## src/rtl/axi_rr_arbiter.sv

```systemverilog
// N-requester grant arbiter for AXI address/write-data channels.
// Grant is held until owner completes; zero-bubble handover between requesters.
module axi_rr_arbiter #(
    parameter int N_REQ        = 4,
    parameter int LOCK_ON_LAST = 1,
    parameter int PRIO_MODE    = 0,
    localparam int IDX_W       = $clog2(N_REQ)
) (
    input  logic             ACLK,
    input  logic             ARESETn,
    input  logic [N_REQ-1:0] req_valid,
    input  logic [N_REQ-1:0] req_ready,
    input  logic [N_REQ-1:0] req_last,
    output logic             grant_valid,
    output logic [IDX_W-1:0] grant_idx,
    output logic [N_REQ-1:0] grant_onehot,
    output logic             proto_err
);

    typedef enum logic {
        IDLE,
        GRANT
    } state_t;

    localparam logic [N_REQ-1:0] ONE     = N_REQ'(1);
    localparam logic [IDX_W-1:0] LAST_RST = IDX_W'(N_REQ - 1);

    state_t           state_q, state_d;
    logic [IDX_W-1:0] idx_q, idx_d;
    logic [N_REQ-1:0] oh_q, oh_d;
    logic [IDX_W-1:0] last_q, last_d;
    logic             ovld_q, ovld_d;
    logic             ohs_q, ohs_d;
    logic             perr_q, perr_d;

    logic             own_v;
    logic             own_r;
    logic             own_l;
    logic             done;
    logic [N_REQ-1:0] cand;
    logic [IDX_W-1:0] win;

    // Scan starts just after ptr in round-robin mode, at index 0 otherwise.
    function automatic logic [IDX_W-1:0] pick(
        input logic [N_REQ-1:0] c,
        input logic [IDX_W-1:0] ptr
    );
        logic [IDX_W-1:0] w;
        logic             found;
        logic [N_REQ-1:0] sh;
        int               j;
        w     = '0;
        found = 1'b0;
        for (int k = 0; k < N_REQ; k++) begin
            j = (PRIO_MODE != 0) ? k : int'(ptr) + k + 1;
            if (j >= N_REQ) j = j - N_REQ;
            sh = c >> j;
            if (!found && sh[0]) begin
                w     = IDX_W'(j);
                found = 1'b1;
            end
        end
        return w;
    endfunction

    always_comb begin
        state_d = state_q;
        idx_d   = idx_q;
        oh_d    = oh_q;
        last_d  = last_q;
        ovld_d  = ovld_q;
        ohs_d   = ohs_q;
        perr_d  = perr_q;
        own_v   = |(req_valid & oh_q);
        own_r   = |(req_ready & oh_q);
        own_l   = |(req_last & oh_q);
        done    = own_v & own_r & (own_l | (LOCK_ON_LAST == 0));
        cand    = req_valid & ~oh_q;
        win     = '0;
        unique case (state_q)
            IDLE: begin
                if (|req_valid) begin
                    win     = pick(req_valid, last_q);
                    state_d = GRANT;
                    idx_d   = win;
                    oh_d    = ONE << win;
                    ovld_d  = 1'b1;
                    ohs_d   = 1'b0;
                end
            end
            GRANT: begin
                // Owner VALID fell while a beat was still pending.
                if (!own_v && ovld_q && !ohs_q) perr_d = 1'b1;
                if (done) begin
                    last_d = idx_q;
                    if (|cand) begin
                        win    = pick(cand, idx_q);
                        idx_d  = win;
                        oh_d   = ONE << win;
                        ovld_d = 1'b1;
                        ohs_d  = 1'b0;
                    end else begin
                        state_d = IDLE;
                        idx_d   = '0;
                        oh_d    = '0;
                        ovld_d  = 1'b0;
                        ohs_d   = 1'b0;
                    end
                end else begin
                    ovld_d = own_v;
                    ohs_d  = own_v & own_r;
                end
            end
            default: state_d = IDLE;
        endcase
    end

    always_ff @(posedge ACLK or negedge ARESETn) begin
        if (!ARESETn) begin
            state_q <= IDLE;
            idx_q   <= '0;
            oh_q    <= '0;
            last_q  <= LAST_RST;
            ovld_q  <= 1'b0;
            ohs_q   <= 1'b0;
            perr_q  <= 1'b0;
        end else begin
            state_q <= state_d;
            idx_q   <= idx_d;
            oh_q    <= oh_d;
            last_q  <= last_d;
            ovld_q  <= ovld_d;
            ohs_q   <= ohs_d;
            perr_q  <= perr_d;
        end
    end

    assign grant_valid  = (state_q == GRANT);
    assign grant_idx    = idx_q;
    assign grant_onehot = oh_q;
    assign proto_err    = perr_q;

endmodule

```

## config.mk

```make
export PLATFORM = sky130hd
export DESIGN_NAME = axi_rr_arbiter
export DESIGN_NICKNAME = d
export VERILOG_FILES = /design/src/rtl/axi_rr_arbiter.sv
export SDC_FILE = /design/constraint.sdc
export NUM_CORES = 1
export LEC_CHECK = 0
export ABC_AREA = 1
export BUFFER_PORTS_ARGS = -buffer_cell sky130_fd_sc_hd__buf_2
export CORE_MARGIN = 2
export CORE_UTILIZATION = 39
export CTS_CLUSTER_SIZE = 20
export DETAILED_ROUTE_END_ITERATION = 10
export RECOVER_POWER = 50
export SYNTH_ARGS = -nofsm -noshare
export SYNTH_HDL_FRONTEND = slang
export SYNTH_SLANG_ARGS = --single-unit
```

## constraint.sdc

```tcl
create_clock -name ACLK -period 6.74 [get_ports ACLK]
set_clock_uncertainty 0.2 [all_clocks]
set_input_delay 1.348 -clock ACLK [delete_from_list [all_inputs] [get_ports ACLK]]
set_output_delay 1.348 -clock ACLK [all_outputs]
set_load 0.02 [all_outputs]
```

# Word-level counts from Yosys, hierarchy flattened
# Cells that the tools add are included.
word_totals:
  reg_bits: 12
  inputBits: 14
  output_inout_bits: 8
classes:
  n_addsub: 20
  n_lt_le_gt_ge: 8
  eq_ne: 2
  shift: 10
  n_mux: 80
  n_bitwise: 8
  reduce_logical: 24
op_table:
  columns: ["op", "n"]
  rows:
  - ["$mux W32", 28]
  - ["$shr A4 B32 Y1", 8]
  - ["$ge A32 B4 Y1 const B", 2]
  - ["$sub A32 B4 Y32 const B", 2]
  - ["$mux W2", 16]
  - ["$sub A4 B3 Y5 const B", 6]
  - ["$mux W1", 28]
  - ["$add A3 B1 Y4 const B", 6]
  - ["$ge A4 B3 Y1 const B", 6]
  - ["$reduce_or A4 Y1", 5]
  - ["$and A4 B4 Y4", 4]
  - ["$add A2 B2 Y3 const B", 4]
  - ["$mux W4", 3]
  - ["$logic_and A1 B1 Y1", 8]
  - ["$logic_not A1 Y1", 8]
  - ["$pmux W4 S2", 1]
  - ["$shl A1 B2 Y4 const A", 2]
  - ["$add A2 B1 Y3 const B", 2]
  - ["$pmux W1 S2", 3]
  - ["$reduce_and A2 Y1", 3]
  - ["$not A4 Y4", 1]
  - ["$pmux W2 S2", 1]
  - ["$and A1 B1 Y1", 2]
  - ["$ne A2 B1 Y1 const B", 1]
  - ["2 further kinds", 2]

# Depth between registers and ports, before layout
# Gate-level depths: netlist (run 1).
logic_depth:
  ltp_word: 33
  depth_mapped: 19

# Worst setup path before layout (run 1)
# Ideal clock, no wire load.
synth_timing:
  path_type: "input port to flip-flop"
  startpoint: "in req_valid[0]"
  endpoint: "reg oh_q[3], in the netlist grant_onehot[3]"
  arrival_ns: 2.232
  required_ns: 6.423
  slack_ns: 4.191
  path_stages: 11
  cell_sequence: "inv_1 o22ai_1 nor2_1 nor2_1 nand2_1 nor2_4 inv_2 nand2_4 inv_2 nand2_1 nand2_1"
synth_between:
  elab_chain_len: 28
  word_cells_on_any_way: 70
  cone_classes: "eq/ne (2); shift (10); mux (38); bitwise (4); reduce/logical (16)"
synth_lines:
  columns: ["item", "line", "rtl"]
  rows:
  - ["from (decl)", "11", "input logic [N_REQ-1:0] req_valid,"]
  - ["$and A4 B4 Y4", "78", "cand = req_valid & ~oh_q;"]
  - ["$shr A4 B32 Y1", "57", "sh = c >> j;"]
  - ["$mux W1", "58", "if (!found && sh[0]) begin"]
  - ["$mux W1", "96", "if (|cand) begin"]
  - ["$mux W1", "94", "if (done) begin"]
  - ["$mux W1", "80", "unique case (state_q)"]
  - ["$logic_not A1 Y1", "58", null]
  - ["$logic_and A1 B1 Y1", "58", null]
  - ["(+12 left out)", null, null]
  - ["$mux W2", "58", null]
  - ["$mux W2", "96", null]
  - ["$mux W2", "94", null]
  - ["$mux W2", "80", null]
  - ["$shl A1 B2 Y4", "99", "oh_d = ONE << win;"]
  - ["$mux W4", "96", null]
  - ["$mux W4", "94", null]
  - ["$pmux W4 S2", "80", null]
  - ["to (signal assigned)", "130", "oh_q <= oh_d;"]
  - ["to (decl)", "30", "logic [N_REQ-1:0] oh_q, oh_d;"]
# Several ways; a longest one is shown, not always the timed one. The select of a mux whose other input is x is not followed.
# A chain may end at the register's enable or synchronous reset.

# Worst setup path in the final report (run 1)
# Ends and elaborated chain as after synthesis.

==> results of run 1 <==
==> critical path: cells and delay by family <==
kind                   cells  cell delay [ps]
and+or+nand+nor            7              830
buffers and inverters      4              430
AOI/OAI and AO/OA          1              180
==> power groups by stage <==
| stage | sequential [mW] | clock, mW | combinational [mW] |
|---|---|---|---|
| 2_1_floorplan | 0.0771 | 0 | 0.0417 |
| 3_3_place_gp | 0.0768 | 0 | 0.0580 |
| 3_5_place_dp | 0.0767 | 0 | 0.0573 |
| 4_1_cts | 0.0753 | 0.0489 | 0.0576 |
| 5_1_grt | 0.0756 | 0.0533 | 0.0661 |
| 6_report | 0.0753 | 0.0468 | 0.0572 |
==> cells in the final DEF, fill, tap and decap left out, types with 2 or more instances in the layout <==
cell,Yosys,final
inv_2,4,4
a22o_1,4,4
o22ai_1,4,4
clkbuf_1,0,4
dfstp_2,2,2
clkbuf_4,0,3
o21ai_1,2,2
nor2_1,13,14
nand3_1,34,34
nand2_2,5,5
inv_1,23,23
buf_2,0,18
nand4_1,6,6
a21oi_1,3,3
nand3_2,3,3
nor2_2,6,6
dfrtp_1,10,10
nand2_1,88,88
o21ai_0,5,5
ha_1,8,8
==> final cells by class <==
cell class / count / area [um2]
clock buffer: 4 / 26.28
fill: 405 / 1868
inverter: 28 / 110.1
multi-input combinational: 188 / 949.7
sequential: 12 / 302.8
tap: 46 / 57.56
timing repair buffer: 21 / 101.3
==> final timing paths <==
check | end | cells past startpoint | slack [ps] | from
worst max-delay path | grant_onehot[3] | 12 | 3930 | req_valid[0]
worst min-delay path | proto_err | 1 | 270 | proto_err
worst max register to register | grant_idx[0] | 16 | 4110 | grant_idx[0]
worst min register to register | proto_err | 1 | 270 | proto_err
max in group asynchronous | ovld_q | 1 | 5050 | ARESETn
min in group asynchronous | grant_onehot[2] | 1 | 860 | ARESETn
==> logic make-up after synthesis <==
kind of cell               synth area share [%]
AOI/OAI and AO/OA                         8.510
xor gates and xnor gates                 0.6207
adders and majority gates                 7.092
buffers and inverters                     10.73
DFF                                       21.45
and+or+nand+nor                           51.60
==> stage by stage <==
step	setup WS [ps]	power, mW
3_3_place_gp	3861	0.1348
5_1_grt	3689	0.1949
4_1_cts	3999	0.1818
6_report	3931	0.1793
2_1_floorplan	4191	0.1187
3_5_place_dp	3853	0.1340
==> flip-flops by register name, indices dropped and copies added (netlist names) <==
signal / cells
proto_err: 1
grant_onehot: 4
ohs_q: 1
grant_valid: 1
grant_idx: 2
last_q: 2
ovld_q: 1
==> layer usage <==
| layer | vias up | global-route usage (%) | wire [um] |
|---|---|---|---|
| met5 | - | 0 | 0 |
| met4 | 0 | 7.181 | 53 |
| met3 | 5 | 1.585 | 157 |
| met2 | 43 | 28.13 | 1475 |
| met1 | 654 | 24.97 | 1715 |
| li1 | 799 | - | - |
==> metrics.md, run 1 <==
| Metric | Value |
|---|---|
| Number of max-cap violations | `0` |
| Wire per inst | `11.38 um` |
| Placeable Area | `3416 um2` |
| Predominant post-synthesis flop cell | `dfrtp_1` |
| CTS tree | `built` |
| Die X-Extent | `64.16 um` |
| CTS clk-pin slew, worst paths | `80 ps` |
| Power density over the cells | `115.8 nW/um2` |
| Post-layout util | `45.31%` |
| Final period util | `41.68%` |
| Max-slew violation count | `0` |
| Leak Pwr | `0.8730 nW` |
| PortBufs | `21` |
| Post-synth top area share | `23.40%` |
| Req. time, crit path | `6720 ps` |
| CTS Buf Count | `3` |
| Synth cell types | `27` |
| Worst-path cell chain | `clkbuf_1 > inv_1 > o22ai_1 > nor2_1 > nor2_1 > nand2_1 > nor2_1 > inv_2 > nand2_4 > inv_2 > nand2_1 > nand2_1` |
| VDD IR-drop max | `0.09391 mV` |
| Cells after Synth | `232` |
| CTS Buffer Depth | `2` |
| Pint | `0.1165 mW` |
| Routed Antenna Nets | `0` |
| Net Sw Frac | `35.01%` |
| Psw | `0.06277 mW` |
| Synth top area cells | `nand2_1 23%, dfrtp_1 18%, nand3_1 12%` |
| CP startpoint kind | `primary input` |
| DRC Markers | `0` |
| Post-synth EDFFs | `0` |
| Layout Area Growth over Synthesis | `9.663%` |
| Total grt overflow | `0` |
| Via Count | `1501` |
| Worst Setup Path Type | `primary input to flip-flop` |
| Ys Warns | `0` |
| Combinational Power Share | `31.9%` |
| Synth area leader | `nand2_1` |
| Worst min-delay path class | `flip-flop to flip-flop` |
| # rows | `21` |
| Setup TNS | `0 ps` |
| Finished Layout Cells | `299` |
| Worst Max-Slew Pin Slew | `657.7 ps` |
| Top cells by count, synth | `88 x nand2_1, 34 x nand3_1, 23 x inv_1` |
| Starting Density | `41.32%` |
| Fin area | `1548 um2` |
| NumNets Final | `276` |
| Placer Congestion | `0.8671` |
| Syn_nets | `254` |
| Max Fclk | `0.3560 GHz` |
| Initial antenna violation count | `0` |
| Drt first pass iters | `4` |
| Total Routing Usage GR | `17.81%` |
| CP max stage cell | `nor2_1` |
| Inst Count DP | `295` |
| FF+latch count, synth | `12` |
| Final Hold Vio Count | `0` |
| # IOs | `22` |
| Max Fanout on Critical Path | `9` |
| Most frequent cell after synthesis | `nand2_1` |
| Final Setup Violations | `0` |
| RSZ-0062 raised after global routing | `no` |
| Seq pwr share | `42.0%` |
| CTS Sinks | `12` |
| Minimum clock period | `2809 ps` |
| Post-synthesis cell area | `1411 um2` |
| CTS hold repair buffers | `0` |
| DP Area | `1533 um2` |
| Outcome | `finished, final reports clean` |
| Synth Area per Inst | `6.083 um2` |
| CTS resizes | `0` |
| Part of the Yosys area used for sequential elements | `21.45%` |
| # diodes | `0` |
| Slew HR | `56.15%` |
| First-pass GRT wire length | `5802 um` |
| Vias in the first global route | `1330` |
| Clock Tree Root | `clkbuf_4` |
| Initial DRC count | `95` |
| Final wirelength | `3402 um` |
| CP arrival | `2790 ps` |
| Post-CTS Setup Bufs | `0` |
| Vias per cell | `5.020` |
| Synth async-reset ratio | `100.0%` |
| Clk_lat worst skew | `280 ps` |
| Final HPWL DP | `2757 um` |
| Total die area | `4116 um2` |
| CTS H-tree depth | `1` |
| Max incr delay on CP | `300 ps` |
| Die height | `64.16 um` |
| CP Capture Type | `flip-flop` |
| Hold slack | `265.5 ps` |
| Largest net degree at the start of global routing | `16` |
| Clk network pwr share | `26.1%` |
| Share of layout cells above drive strength 1 | `17.39%` |
Power figures use the tool's default switching activity.
==> run 2: changes to the inputs <==
==> constraint.sdc (replaced) <==
create_clock -name ACLK -period 2.9 [get_ports ACLK]
set_clock_uncertainty 0.2 [all_clocks]
set_input_delay 0.58 -clock ACLK [delete_from_list [all_inputs] [get_ports ACLK]]
set_output_delay 0.58 -clock ACLK [all_outputs]
set_load 0.02 [all_outputs]
==> metrics.md, run 2 (synthesis gave the netlist of run 1 again) <==
| Metric | Value |
|---|---|
| Net Sw Frac | `35.38%` |
| CTS H-tree depth | `1` |
| Outcome | `finished, final reports clean` |
| Leak Pwr | `0.8895 nW` |
| Final Hold Vio Count | `0` |
| Most frequent cells in the layout | `88 x nand2_1, 34 x nand3_1, 23 x inv_1` |
| Commonest non-fill, non-tap cell in the layout | `nand2_1` |
| Share of layout cells above drive strength 1 | `18.68%` |
| Placeable Area | `3416 um2` |
| Largest net degree at the start of global routing | `16` |
| Drt first pass iters | `4` |
| RSZ-0062 raised after global routing | `no` |
| Setup TNS | `0 ps` |
| CP Capture Type | `flip-flop` |
| CTS resizes | `0` |
| PortBufs | `21` |
| Vias in the first global route | `1447` |
| Worst Max-Slew Pin Slew | `659.0 ps` |
| Total grt overflow | `0` |
| Max Fanout on Critical Path | `11` |
| DRC Markers | `0` |
| Final wirelength | `3471 um` |
| Combinational Power Share | `33.0%` |
| Final Setup Violations | `0` |
| Die X-Extent | `64.16 um` |
| DP Area | `1555 um2` |
| CTS Sinks | `12` |
| Buffers & Inverters on Critical Path | `2` |
| Wire per inst | `11.46 um` |
| CP startpoint kind | `flip-flop` |
| Psw | `0.1496 mW` |
| Max reg flops | `4` |
| Worst min-delay path class | `flip-flop to flip-flop` |
| Seq pwr share | `40.8%` |
| Power density over the cells | `266.4 nW/um2` |
| Max incr delay on CP | `680 ps` |
| Initial antenna violation count | `0` |
| Clk network pwr share | `26.1%` |
| Delay-heaviest family, CP | `simple AND/OR/NAND/NOR gates` |
| NumNets Final | `280` |
| CTS hold repair buffers | `1` |
| Via Count | `1511` |
| Fin area | `1588 um2` |
| Slew HR | `56.07%` |
| Req. time, crit path | `2870 ps` |
| VDD IR-drop max | `0.1914 mV` |
| CTS tree | `built` |
| Layout Area Growth over Synthesis | `12.50%` |
| CTS Buf Count | `3` |
| Routed Antenna Nets | `0` |
| Most used cell, CP | `nand2_1` |
| Post-CTS Setup Bufs | `0` |
| Final HPWL DP | `2860 um` |
| Max Fclk | `0.3938 GHz` |
| Number of max-cap violations | `0` |
| CP arrival | `2510 ps` |
| Worst Setup Path Type | `flip-flop to flip-flop` |
| Pint | `0.2733 mW` |
| Die height | `64.16 um` |
| Minimum clock period | `2539 ps` |
| Final period util | `87.57%` |
| Starting Density | `41.32%` |
| Worst-path cell chain | `inv_6 > ha_1 > inv_1 > nand2_1 > nand2_1 > nand2_1 > nand3_2 > nand3_1 > nand3_1 > nand2_2 > nor2_2 > nand2_1 > nand2_1 > nand2_1 > nand2_1` |
| CP max stage cell | `dfstp_2` |
| # rows | `21` |
| # IOs | `22` |
| # diodes | `0` |
| Clock Tree Root | `clkbuf_4` |
| CTS Buffer Depth | `2` |
| First-pass GRT wire length | `6244 um` |
| Initial DRC count | `77` |
| Clk_lat worst skew | `270 ps` |
| Vias per cell | `4.987` |
| Max-slew violation count | `0` |
| Total Routing Usage GR | `18.81%` |
| Total die area | `4116 um2` |
| Placer Congestion | `0.8279` |
| Reg-to-reg setup timing slack | `360 ps` |
| CTS clk-pin slew, worst paths | `80 ps` |
-- run 2: cell count changes in the layout (fill, tap and decap cells not counted), sizes merged --
cell and delta:
buf +3, dlygate4sd3 +1
-- run 2: worst reg2reg max path, cell delays in order (launching register included) --
cell,delay (ps)
dfstp_2,680
inv_6,80
ha_1,410
inv_1,120
nand2_1,70
nand2_1,60
nand2_1,90
nand3_2,120
nand3_1,100
nand3_1,120
nand2_2,130
nor2_2,50
nand2_1,70
nand2_1,50
nand2_1,60
nand2_1,40
-- run 2: per-stage QoR --
| stage | power [mW] | hold slack, ps | cells | setup WS (ps) | utilization, % |
|---|---|---|---|---|---|
| after floorplan | 0.2760 | 84.41 | 232 | 584.8 | - |
| after global placement | 0.3160 | 246.2 | 298 | 388.6 | 45.53 |
| after detailed placement | 0.3150 | 252.0 | 298 | 374.3 | 45.53 |
| after CTS | 0.4247 | 269.4 | 303 | 364.6 | 46.59 |
| after global routing | 0.4565 | 281.5 | 303 | 94.29 | 46.48 |
| final | 0.4230 | 272.7 | 303 | 360.5 | 46.48 |
-- run 2: final cells by class --
type,count,area (um2)
fillers,407,1828
multi-input cells,188,957.2
flip-flops and latches,12,302.8
repair buffers,25,133.9
inverters,28,110.1
well taps,46,57.56
clock buffers,4,26.28
-- run 2: layer usage --
metal,vias up,track usage [%],routed length [um]
met5,-,0,0
met4,0,3.989,10
met3,2,1.761,199
met2,39,32.03,1575
met1,666,25.85,1685
li1,804,-,-
-- run 2: path summary, 6_finish.rpt --
| kind | depth (start not counted) | endpoint | from |
|---|---|---|---|
| hold / removal | 1 | proto_err | proto_err |
| min in group asynchronous | 2 | grant_onehot[2] | ARESETn |
| setup / recovery | 15 | grant_onehot[1] | last_q[0] |
| hold reg to reg | 1 | proto_err | proto_err |
| max in group asynchronous | 2 | ohs_q | ARESETn |
| setup reg to reg | 15 | grant_onehot[1] | last_q[0] |
-- run 2: power groups by stage --
stage	Sequential [mW]	Clock [mW]	Combinational, mW
4_1_cts	0.173	0.111	0.141
3_5_place_dp	0.176	0	0.139
2_1_floorplan	0.179	0	0.0969
5_1_grt	0.173	0.122	0.162
6_report	0.173	0.111	0.140
3_3_place_gp	0.176	0	0.140
==> run 3: changes to the inputs <==
--- a/config.mk
+++ b/config.mk
@@ -5,7 +5,6 @@
 export SDC_FILE = /design/constraint.sdc
 export NUM_CORES = 1
 export LEC_CHECK = 0
-export ABC_AREA = 1
 export BUFFER_PORTS_ARGS = -buffer_cell sky130_fd_sc_hd__buf_2
 export CORE_MARGIN = 2
 export CORE_UTILIZATION = 39
==> metrics.md, run 3 <==
| Metric | Value |
|---|---|
| Outcome | `finished, final reports clean` |
| Predominant post-synthesis flop cell | `dfrtp_1` |
| PortBufs | `21` |
| Net Sw Frac | `48.55%` |
| Final HPWL DP | `2443 um` |
| Clk network pwr share | `6.6%` |
| Synth async-reset ratio | `100.0%` |
| FF+latch count, synth | `12` |
| Most frequent cells in the layout | `19 x buf_2, 15 x nand2_1, 13 x inv_1` |
| Max reg flops | `4` |
| NumNets Final | `195` |
| Routed Antenna Nets | `0` |
| Register area | `302.8 um2` |
| CP Launch Point | `last_q[0]` |
| Minimum clock period | `2733 ps` |
| Most frequent cell after synthesis | `nand2_1` |
| Slew HR | `54.71%` |
| Final Setup Violations | `0` |
| # IOs | `22` |
| Via Count | `1187` |
| Clk_lat worst skew | `280 ps` |
| Vias per cell | `5.495` |
| Total Routing Usage GR | `19.37%` |
| Post-synth EDFFs | `0` |
| Worst-path cell chain | `buf_4 > mux4_1 > a21boi_1 > o2111ai_1 > o311ai_2 > buf_4 > o32a_1 > o21ai_1` |
| Mux share of post-synthesis cell area | `13.95%` |
| Post-synth top area share | `20.22%` |
| CP max stage cell | `mux4_1` |
| Synth Area in Adders | `8.089%` |
| Multi-input gate area | `860.8 um2` |
| Number of max-cap violations | `0` |
| Max Fclk | `0.3658 GHz` |
| CTS Buffer Depth | `2` |
| Total die area | `3640 um2` |
| Starting Density | `40.87%` |
| Placeable Area | `3028 um2` |
| Placer Congestion | `0.9021` |
| Worst Setup Path Type | `flip-flop to flip-flop` |
| Commonest non-fill, non-tap cell in the layout | `buf_2` |
| Hold slack | `266.5 ps` |
| CP Capture Type | `flip-flop` |
| DRC Markers | `0` |
| Psw | `0.8220 mW` |
| Max incr delay on CP | `580 ps` |
| Syn_nets | `164` |
| CP startpoint kind | `flip-flop` |
| Synth cell types | `49` |
| # rows | `20` |
| Critical R2R Launch | `last_q[0]` |
| CTS Sinks | `12` |
| Layout Area Growth over Synthesis | `19.11%` |
| Top cells by count, synth | `15 x nand2_1, 13 x inv_1, 10 x dfrtp_1, 10 x nor2_1, 8 x ha_1` |
| Part of the Yosys area used for sequential elements | `24.47%` |
| Seq pwr share | `18.8%` |
| First-pass GRT wire length | `5223 um` |
| Post-layout util | `48.68%` |
| CTS H-tree depth | `1` |
| Leak Pwr | `0.6683 nW` |
| Drt first pass iters | `4` |
| Post-synthesis compound-gate area fraction | `24.47%` |
| Post-synthesis xor/xnor area fraction | `0%` |
| Die height | `60.33 um` |
| Post-synthesis cell area | `1237 um2` |
| Combinational Power Share | `74.6%` |
| Fill cells | `307` |
| Vias in the first global route | `1125` |
| # diodes | `0` |
| Ys Warns | `0` |
| CP arrival | `2740 ps` |
| Largest net degree at the start of global routing | `13` |
| Max Fanout on Critical Path | `12` |
| Synth Area per Inst | `8.714 um2` |
| Wire per inst | `14.44 um` |
| Worst min-delay path class | `flip-flop to flip-flop` |
| CTS Buf Count | `3` |
| Simple-Gate Fraction of Synth Area | `22.45%` |
| Most used cell, CP | `buf_4` |
| Clock Tree Root | `clkbuf_4` |
| Power density over the cells | `1149 nW/um2` |
| Largest family of logic cells by synthesized area | `compound AO/OA/AOI/OAI gates` |
| Final period util | `94.26%` |
| Pint | `0.8711 mW` |
| Worst Max-Slew Pin Slew | `679.3 ps` |
| Max-slew violation count | `0` |
| CTS tree | `built` |
| Hold Path Origin | `ohs_q` |
| Final wirelength | `3120 um` |
| Initial antenna violation count | `0` |
| Total grt overflow | `0` |
| Synth top area cells | `dfrtp_1 20%, ha_1 8.1%, mux4_2 7.3%` |
| Synth area leader | `dfrtp_1` |
| Cells after Synth | `142` |
| Setup TNS | `0 ps` |
| Initial DRC count | `48` |
| Final Hold Vio Count | `0` |
| CTS clk-pin slew, worst paths | `80 ps` |
| Req. time, crit path | `2900 ps` |
| Die X-Extent | `60.33 um` |
| Share of layout cells above drive strength 1 | `24.42%` |
| VDD IR-drop max | `0.4640 mV` |
| RSZ-0062 raised after global routing | `no` |
-- run 3: changes by cell type after synthesis, moves of 5 or more --
cell      change
nand2_2       -5
nand3_1      -29
inv_1        -10
nand4_1       -5
a22oi_1       +7
nand2b_1      +6
nand2_1      -73
nor2_2        -6
-- run 3: layout make-up --
type                       count  area share [%]
inverter                      13           3.311
timing repair buffer          31           12.22
tap                           44           3.735
sequential                    12           20.54
clock buffer                   4           1.783
multi-input combinational    112           58.40
-- run 3: power by group through the flow --
stage	sequential [mW]	clock [mW]	combinational, mW
finish	0.318	0.112	1.26
global placement	0.319	0	1.21
floorplan	0.354	0	0.834
CTS	0.319	0.114	1.24
detailed placement	0.321	0	1.23
global route	0.327	0.120	1.41
-- run 3: cells by family after synthesis --
logic type	count (synthesis)
AO/OA/AOI/OAI	42
adder cells (fa/ha/maj)	8
multiplexers	9
AND/OR/NAND/NOR	53
flip-flops	12
buffers and inverters	18
-- run 3: layer usage --
metal	vias to the layer above	track usage (%)	routed length, um
met5	-	0	0
met4	0	7.619	45
met3	4	1.279	110
met2	27	32.92	1507
met1	565	25.80	1456
li1	591	-	-
-- run 3: through the flow --
step           area (um2)  setup WS [ps]  std cells  total power, mW
6_report             1474          166.5        216            1.693
5_1_grt              1474          26.62        216            1.853
4_1_cts              1469          129.8        216            1.675
3_5_place_dp         1433          172.7        211            1.555
3_3_place_gp         1433          220.4        211            1.527
2_1_floorplan        1237          136.7        142            1.188
-- run 3: worst max-delay path: cells and delay by family, from the launching register on --
family	cells	cell delay, ps
AOI/OAI and AO/OA	5	1000
buffers and inverters	2	350
DFF	1	530
muxes	1	580
-- run 3: worst paths after layout --
kind,to,slack [ps],cells after the start
max in group asynchronous,grant_valid,1420,2
worst min register to register,proto_err,270,1
worst min-delay path,proto_err,270,1
worst max register to register,grant_onehot[0],170,8
min in group asynchronous,grant_onehot[1],640,2
worst max-delay path,grant_onehot[0],170,8
-- run 3: repair_timing --
| action | 4_1_cts | 5_1_grt |
|---|---|---|
| setup endpoints to repair | 0 | 1 |
| setup buffers | 0 | 0 |
| resized for setup | 0 | 1 |
| hold buffers | 1 | 0 |
| endpoints found under the hold margin | 10 | 0 |
